**config.mk**
```make
export PLATFORM = sky130hd
export DESIGN_NAME = rob_mc
export DESIGN_NICKNAME = d
export VERILOG_FILES = /design/src/rtl/rob_mc.sv
export SDC_FILE = /design/constraint.sdc
export NUM_CORES = 2
export LEC_CHECK = 0
export CELL_PAD_IN_SITES_DETAIL_PLACEMENT = 0
export CELL_PAD_IN_SITES_GLOBAL_PLACEMENT = 1
export CORE_MARGIN = 5
export CORE_UTILIZATION = 53
export DETAILED_ROUTE_END_ITERATION = 8
export MAX_ROUTING_LAYER = met4
export PLACE_DENSITY_LB_ADDON = 0.1
export SETUP_SLACK_MARGIN = 0.02
export SLEW_MARGIN = 20
export SYNTH_ARGS = -nofsm -noshare
export SYNTH_HDL_FRONTEND = slang
export SYNTH_SLANG_ARGS = --single-unit
```
**constraint.sdc**
```tcl
create_clock -name clk -period 18.92 [get_ports clk]
set_input_delay 5.676 -clock clk [delete_from_list [all_inputs] [get_ports clk]]
set_output_delay 5.676 -clock clk [all_outputs]
set_load 0.01 [all_outputs]
```
**src/rtl/rob_mc.sv**
```systemverilog
// Reorder buffer: allocates tags in program order, absorbs multi-port completions,
// retires up to COMMIT_W ready entries per cycle and flushes younger work on a mispredict.
module rob_mc #(
    parameter int unsigned DATA_W    = 32,
    parameter int unsigned DEPTH     = 16,
    parameter int unsigned TAG_W     = $clog2(DEPTH),
    parameter int unsigned CDB_PORTS = 3,
    parameter int unsigned COMMIT_W  = 2
) (
    input  logic                          clk,
    input  logic                          rst,
    input  logic                          alloc_valid,
    input  logic [31:0]                   alloc_pc,
    input  logic [4:0]                    alloc_rd,
    output logic                          alloc_ready,
    output logic [TAG_W-1:0]              alloc_tag,
    input  logic [CDB_PORTS-1:0]          cdb_valid,
    input  logic [CDB_PORTS*TAG_W-1:0]    cdb_tag,
    input  logic [CDB_PORTS*DATA_W-1:0]   cdb_data,
    input  logic [CDB_PORTS-1:0]          cdb_mispredict,
    input  logic [CDB_PORTS*32-1:0]       cdb_target,
    output logic [COMMIT_W-1:0]           commit_valid,
    output logic [COMMIT_W*TAG_W-1:0]     commit_tag,
    output logic [COMMIT_W*5-1:0]         commit_rd,
    output logic [COMMIT_W*DATA_W-1:0]    commit_data,
    output logic [COMMIT_W*32-1:0]        commit_pc,
    output logic                          flush,
    output logic [31:0]                   flush_pc,
    output logic [TAG_W:0]                count,
    output logic                          empty
);

    localparam int unsigned CNT_W = TAG_W + 1;

    logic [TAG_W-1:0]  head_q, head_d, tail_q, tail_d;
    logic [CNT_W-1:0]  count_q, count_d;
    logic [DEPTH-1:0]  valid_q, valid_d, ready_q, ready_d, mis_q, mis_d;
    logic [31:0]       pc_q   [DEPTH];
    logic [31:0]       pc_d   [DEPTH];
    logic [4:0]        rd_q   [DEPTH];
    logic [4:0]        rd_d   [DEPTH];
    logic [DATA_W-1:0] data_q [DEPTH];
    logic [DATA_W-1:0] data_d [DEPTH];
    logic [31:0]       tgt_q  [DEPTH];
    logic [31:0]       tgt_d  [DEPTH];

    logic              alloc_fire;
    logic [CNT_W-1:0]  n_ret;
    logic              go;
    logic [TAG_W-1:0]  cidx, ctag, ridx;

    assign alloc_ready = (count_q < CNT_W'(DEPTH)) && !flush;
    assign alloc_fire  = alloc_valid && alloc_ready;
    assign alloc_tag   = tail_q;
    assign count       = count_q;
    assign empty       = (count_q == '0);

    // In-order retire window; a mispredicted entry closes the group
    always_comb begin
        commit_valid = '0;
        commit_tag   = '0;
        commit_rd    = '0;
        commit_data  = '0;
        commit_pc    = '0;
        flush        = 1'b0;
        flush_pc     = '0;
        n_ret        = '0;
        go           = 1'b1;
        cidx         = '0;
        for (int i = 0; i < COMMIT_W; i++) begin
            cidx = head_q + TAG_W'(i);
            if (go && valid_q[cidx] && ready_q[cidx]) begin
                commit_valid[i]                   = 1'b1;
                commit_tag[i*TAG_W +: TAG_W]      = cidx;
                commit_rd[i*5 +: 5]               = rd_q[cidx];
                commit_data[i*DATA_W +: DATA_W]   = data_q[cidx];
                commit_pc[i*32 +: 32]             = pc_q[cidx];
                n_ret                             = n_ret + CNT_W'(1);
                if (mis_q[cidx]) begin
                    flush    = 1'b1;
                    flush_pc = tgt_q[cidx];
                    go       = 1'b0;
                end
            end else begin
                go = 1'b0;
            end
        end
    end

    // Next state: completions, then retirement, then allocation, flush overrides all
    always_comb begin
        head_d  = head_q + TAG_W'(n_ret);
        tail_d  = tail_q;
        count_d = count_q + CNT_W'(alloc_fire) - n_ret;
        valid_d = valid_q;
        ready_d = ready_q;
        mis_d   = mis_q;
        pc_d    = pc_q;
        rd_d    = rd_q;
        data_d  = data_q;
        tgt_d   = tgt_q;
        ctag    = '0;
        ridx    = '0;

        // Ascending port order lets the highest port win a shared tag
        for (int p = 0; p < CDB_PORTS; p++) begin
            ctag = cdb_tag[p*TAG_W +: TAG_W];
            if (cdb_valid[p] && valid_q[ctag]) begin
                ready_d[ctag] = 1'b1;
                mis_d[ctag]   = cdb_mispredict[p];
                data_d[ctag]  = cdb_data[p*DATA_W +: DATA_W];
                tgt_d[ctag]   = cdb_target[p*32 +: 32];
            end
        end

        for (int i = 0; i < COMMIT_W; i++) begin
            ridx = head_q + TAG_W'(i);
            if (commit_valid[i]) begin
                valid_d[ridx] = 1'b0;
                ready_d[ridx] = 1'b0;
                mis_d[ridx]   = 1'b0;
            end
        end

        if (alloc_fire) begin
            valid_d[tail_q] = 1'b1;
            ready_d[tail_q] = 1'b0;
            mis_d[tail_q]   = 1'b0;
            pc_d[tail_q]    = alloc_pc;
            rd_d[tail_q]    = alloc_rd;
            tail_d          = tail_q + TAG_W'(1);
        end

        if (flush) begin
            valid_d = '0;
            ready_d = '0;
            mis_d   = '0;
            tail_d  = head_d;
            count_d = '0;
        end
    end

    always_ff @(posedge clk) begin
        if (rst) begin
            head_q  <= '0;
            tail_q  <= '0;
            count_q <= '0;
            valid_q <= '0;
            ready_q <= '0;
            mis_q   <= '0;
        end else begin
            head_q  <= head_d;
            tail_q  <= tail_d;
            count_q <= count_d;
            valid_q <= valid_d;
            ready_q <= ready_d;
            mis_q   <= mis_d;
        end
    end

    // Payload is qualified by valid/ready, so it needs no reset
    always_ff @(posedge clk) begin
        pc_q   <= pc_d;
        rd_q   <= rd_d;
        data_q <= data_d;
        tgt_q  <= tgt_d;
    end

endmodule

```
Word-level counts from Yosys, hierarchy flattened
Index checks and enable logic that the tools add are counted.
{ "word_totals": {"reg_bits": 1677, "latch_bits": 0, "mem_bits_rw": 0, "mem_bits_ro": 0, "inputBits": 250, "out_inout_bits": 192, "elab_cells": 262, "n_memories": 0} }
{ "classes": {"n_addsub": 6, "n_mul": 0, "div_mod_pow": 0, "n_lt_le_gt_ge": 23, "n_eq_ne": 0, "shift": 0, "mux": 120, "n_bitwise": 21, "reduce_logical": 22} }
{ "ops": {"columns": ["operator", "count"], "rows": [
  ["$bwmux 512", 7],
  ["$mux 512", 6],
  ["$bmux 32 s4", 6],
  ["$mux 32", 24],
  ["$demux 32 s4", 4],
  ["$mux 16", 15],
  ["$and 16x16->16", 8],
  ["$bwmux 80", 1],
  ["$or 16x16->16", 4],
  ["$bwmux 16", 3],
  ["$not 16->16", 3],
  ["$bmux 5 s4", 2],
  ["$mux 5", 8],
  ["$bmux 1 s4", 9],
  ["$ge 5x5->1 const B", 6],
  ["$lt 4x5->1 const B", 6],
  ["$not 4->5", 6],
  ["$demux 1 s4", 6],
  ["$ge 4x1->1 const B", 6],
  ["$mux 1", 24],
  ["$demux 5 s4", 1],
  ["$lt 5x1->1 const B", 4],
  ["$logic_and 1x1->1", 18],
  ["$mux 4", 4],
  ["10 further kinds", 11]
]} }

Logic depth before layout (Yosys ltp)
{ "logic_depth": {"word_depth": 16, "depth_mapped": 27, "mapped_depth_nobuf": 17} }

Worst setup path before layout
No wires, ideal clock.
{ "synth_timing": {"kind": "reg-to-output", "from": "register head_q[0]", "to": "output flush_pc[11]", "t_arrival_ns": 4.496, "setup_slack_ns": 8.748, "path_stages_with_launch": 20, "n_path_buf": 12, "cell_sequence": "dfxtp_1 -> buf_2 -> buf_2 -> buf_2 -> buf_4 -> clkbuf_1 -> buf_2 -> buf_2 -> inv_1 -> ha_1 -> buf_2 -> buf_2 -> buf_2 -> buf_2 -> buf_1 -> mux4_2 -> nand2_1 -> a21oi_1 -> a21oi_1 -> o22ai_1"} }
{ "synth_via": {"elab_chain_cells": 8} }
{ "synth_rtl": {"columns": ["item", "line", "rtl"], "rows": [
  ["from (decl)", "35", "logic [TAG_W-1:0] head_q, head_d, tail_q, tail_d;"],
  ["from (signal assigned)", "145", "head_q <= '0;"],
  ["from (signal assigned)", "152", "head_q <= head_d;"],
  ["parallel branches: the longest is 7 deep, another holds $add 4x1->4", null, null],
  ["$mux 32 *", "72", "if (go && valid_q[cidx] && ready_q[cidx]) begin"],
  ["to (decl)", "28", "output logic [31:0] flush_pc,"]
]} }
Every way passes the cells marked *. The select of a mux whose other input is x is not followed.

Worst setup path in the final report
{ "layout_timing": {"from": "register head_q[1]", "to": "output commit_rd[7]"} }
{ "layout_via": {"elab_chain_cells": 7} }
{ "layout_rtl": {"columns": ["item", "line", "rtl"], "rows": [
  ["parallel branches: the longest is 6 deep, another holds $add 4x1->4", null, null],
  ["$mux 5 *", "72", null],
  ["to (decl)", "24", "output logic [COMMIT_W*5-1:0] commit_rd,"]
]} }
Marked as above.

==> impl_results.md <==
- Combinational power share: 15.0%
- Unrepaired setup endpoints after global routing: false
- Leakage: 42.3 nW
- Setup TNS Final: 0 ns
- CORE AREA: 188000 um2
- H-tree Lvls: 4
- First-pass GRT wire length: about 560 mm
- Largest net degree at the start of global routing: 146
- Final wirelength: approximately 390 mm
- Mean Syn Cell Area: 10.0 um2
- Max-Cap Viols: 0
- Worst-Skew Late Latency: 0.89 ns
- Sw Pwr: approximately 2.6 mW
- WP data required: 13.24 ns
- CP Capture Type: output pin
- Synth cell types: 58
- Row count: 159
- Iteration-0 DRC Markers: roughly 11000
- CTS Buf Count: 187
- Detailed Place HPWL: 210 mm
- Synthesized flop and latch total: 1677
- Final Cycle Share: 71.9%
- Clock sinks: approximately 1700
- Rel. slew slack: 18.7%
- Arr. time, crit path: 7.93 ns
- Worst Setup Start Kind: flip-flop
- Final Slew Violations: 0
- Drt first pass iters: 8
- Worst Min Path Start: valid_q[9]
- Status: completed
- Post-DR vias/cell: a little under 7
- Max Clock Freq: 73.5 MHz
- Nets: 9896
- Top FF cell, synth: dfxtp_1
- Pwr/cell area: roughly 85 nW/um2
- Share of cells above drive strength 1: 14.8%
- Die H: 445 um
- Count of flip-flops with a built-in enable after synthesis: 592
- Drt drc: 0
- Initial Util: 53.3%
- P&R area growth vs syn: 11.3%
- Min Tclk post-route: approximately 14 ns
- Total grt overflow: 0
- FILL cells: 15500
- I/O Buffers: 441
- Reg2Reg Depth: 19
- Initial antenna violation count: 64
- Asr flop ratio synth: 0%
- Syn Std Cell Area: 100000 um2
- Peak fanout along the critical path: 102
- Total power: 9.51 mW
- Clock power share: 39.4%
- Switching Share: a little over a quarter
- CP Launch Point: head_q[1]
- Reg power frac: 45.7%
- Final setup fails: 0
- Number of global-route vias before repair: 78900
- TritonCTS clock tree: yes
- GP Congestion: 0.889
- Pint: slightly below 7 mW
- Post-Syn Instances: roughly 10000
- DP Area: between 100000 and 150000 um2
- Average wire per standard cell: 31.3 um
- Fin area: around 110000 um2
- Register area share after synthesis: 39.4%
- Boundary Pins: roughly 440
- Hold-fix buffers at CTS: 0
- Yosys warning total: 0
- Clock-pin slew on the worst setup and hold paths: 0.06 ns
- Post-Synthesis Net Count: 10300
- Clock Tree Root: clkbuf_16
- Vias: 83100
- Critical R2R Launch: head_q[1]
- WS Path Type: reg2out
- Die area: ~200000 um2
- GRT Total Usage: roughly 39%
- Hold path cells: 2
- Post_cts resized: 0
- Clk_skew: ~0.054 ns
- Final Hold Violating Endpoints: 0
- Least-Margin Pin Slew: about 1.2 ns
- Max VDD drop: 0.0000793 V
- Remaining antenna violation count: 0
- Post-CTS setup buffer count: 0
- Die width: 445 um
- Hold crit path type: reg2reg
- CTS max path bufs: 3
-- layer usage --
layer / share of wire (%) / global-route usage [%] / vias up
li1: - / - / 35800
met1: 37 / 48.8 / 40800
met2: 46 / 59.9 / 5344
met3: 10 / 7.38 / 1170
met4: 6.6 / 23.4 / 0
met5: 0 / - / -
-- cell usage after synthesis, types with 5 or more instances --
cell	number	area share, %
ha_1	19	0.24
o22ai_1	32	0.20
a21oi_1	352	1.8
nand3b_1	5	0.037
xor2_1	6	0.052
and2_1	148	0.92
a21o_1	12	0.090
o31ai_1	6	0.045
o21ai_0	1800	9.0
nor2_1	342	1.3
nor3b_1	5	0.037
nand2_1	2007	7.5
nor4_1	8	0.050
or2_2	5	0.031
nor4b_1	7	0.061
nor2b_1	14	0.087
mux4_2	940	21
edfxtp_1	592	18
a211oi_1	160	1.2
buf_1	175	0.66
dfxtp_1	1085	22
and3_1	8	0.050
buf_2	182	0.91
inv_1	49	0.18
nand2b_1	13	0.081
nand3_1	23	0.11
clkbuf_1	790	3.0
nand4_1	14	0.087
xnor2_1	6	0.052
mux2i_1	1117	11
nor3_1	26	0.13
-- metrics by stage --
step                utilization [%]  hold WS (ns)  setup slack (ns)  instances
floorplan                         -         0.472              8.75       9994
global placement               55.8         0.539              5.94      11900
detailed placement             55.9         0.551              5.82      11900
CTS                            59.2         0.562              4.89      12300
global route                   59.3         0.604              5.09      12300
finish                         59.3         0.569              5.32      12300
-- logic make-up (layout without fill, tap and decap cells) --
group                    after synthesis  after routing  synth area share, %
AND/OR/NAND/NOR                     2637           2637                 10.6
AO/OA/AOI/OAI                       2389           2389                 12.5
multiplexers                        2057           2057                 32.3
flip-flops                          1677           1677                 39.4
buffers and inverters               1200            980                 4.73
adder cells (fa/ha/maj)               21             21                0.277
XOR/XNOR                              13             13                0.121
other                                  0             63                    0
-- layout make-up --
type / count / area [um2] / share of cell area, %
inverter: 51 / 204 / 0.183
multi-input combinational: 7117 / 56400 / 50.7
clock inverter: 67 / 875 / 0.785
antenna: 63 / 158 / 0.141
tap: 2495 / 3120 / 2.80
timing repair buffer: 591 / 5740 / 5.15
clock buffer: 271 / 5390 / 4.83
sequential: 1677 / 39500 / 35.5
-- state kept, by name (all words and copies together) (netlist names) --
signal and count:
data_q 512, count 5, alloc_tag 4, mis_q 16
valid_q 16, ready_q 16, head_q 4, rd_q 80
tgt_q 512, pc_q 512
-- worst max-delay path, cell delays in order (launching register included) --
cell and delay [ns]:
dfxtp_4 0.91, inv_1 0.30, ha_4 0.98, buf_12 0.67
mux4_2 0.41, mux2i_1 0.08, and3_1 0.20, nor3_2 0.53
nand3_4 0.62, buf_4 0.61, a211oi_1 0.86, clkdlybuf4s50_1 0.69
-- power groups by stage --
stage / registers (mW) / logic [mW] / clock network [mW]
6_report: 4.34 / 1.42 / 3.75
5_1_grt: 4.38 / 1.56 / 3.92
4_1_cts: 4.33 / 1.40 / 3.77
3_5_place_dp: 4.40 / 1.39 / 0
3_3_place_gp: 4.38 / 1.36 / 0
2_1_floorplan: 4.31 / 0.995 / 0
-- cells in the final DEF, fill, tap and decap left out, types with 24 or more instances in the layout --
cell / synthesis / routed
nand2_1: 2007 / 1994
o21ai_0: 1800 / 1800
mux2i_1: 1117 / 1117
dfxtp_1: 1085 / 1081
mux4_2: 940 / 940
edfxtp_1: 592 / 592
clkdlybuf4s50_1: 0 / 441
a21oi_1: 352 / 352
nor2_1: 342 / 313
clkbuf_16: 0 / 188
a211oi_1: 160 / 160
and2_1: 148 / 146
buf_4: 2 / 134
diode_2: 0 / 63
inv_1: 49 / 47
clkbuf_1: 790 / 46
clkbuf_8: 0 / 37
o22ai_1: 32 / 32
nor2_4: 1 / 30
clkinv_2: 0 / 24
-- path summary, 6_finish.rpt --
kind	endpoint	slack [ns]
worst min register to register	valid_q[9]	0.57
worst max register to register	count[4]	11.57
worst min-delay path	valid_q[9]	0.57
worst max-delay path	commit_rd[7]	5.32
Power figures use the tool's default switching activity.
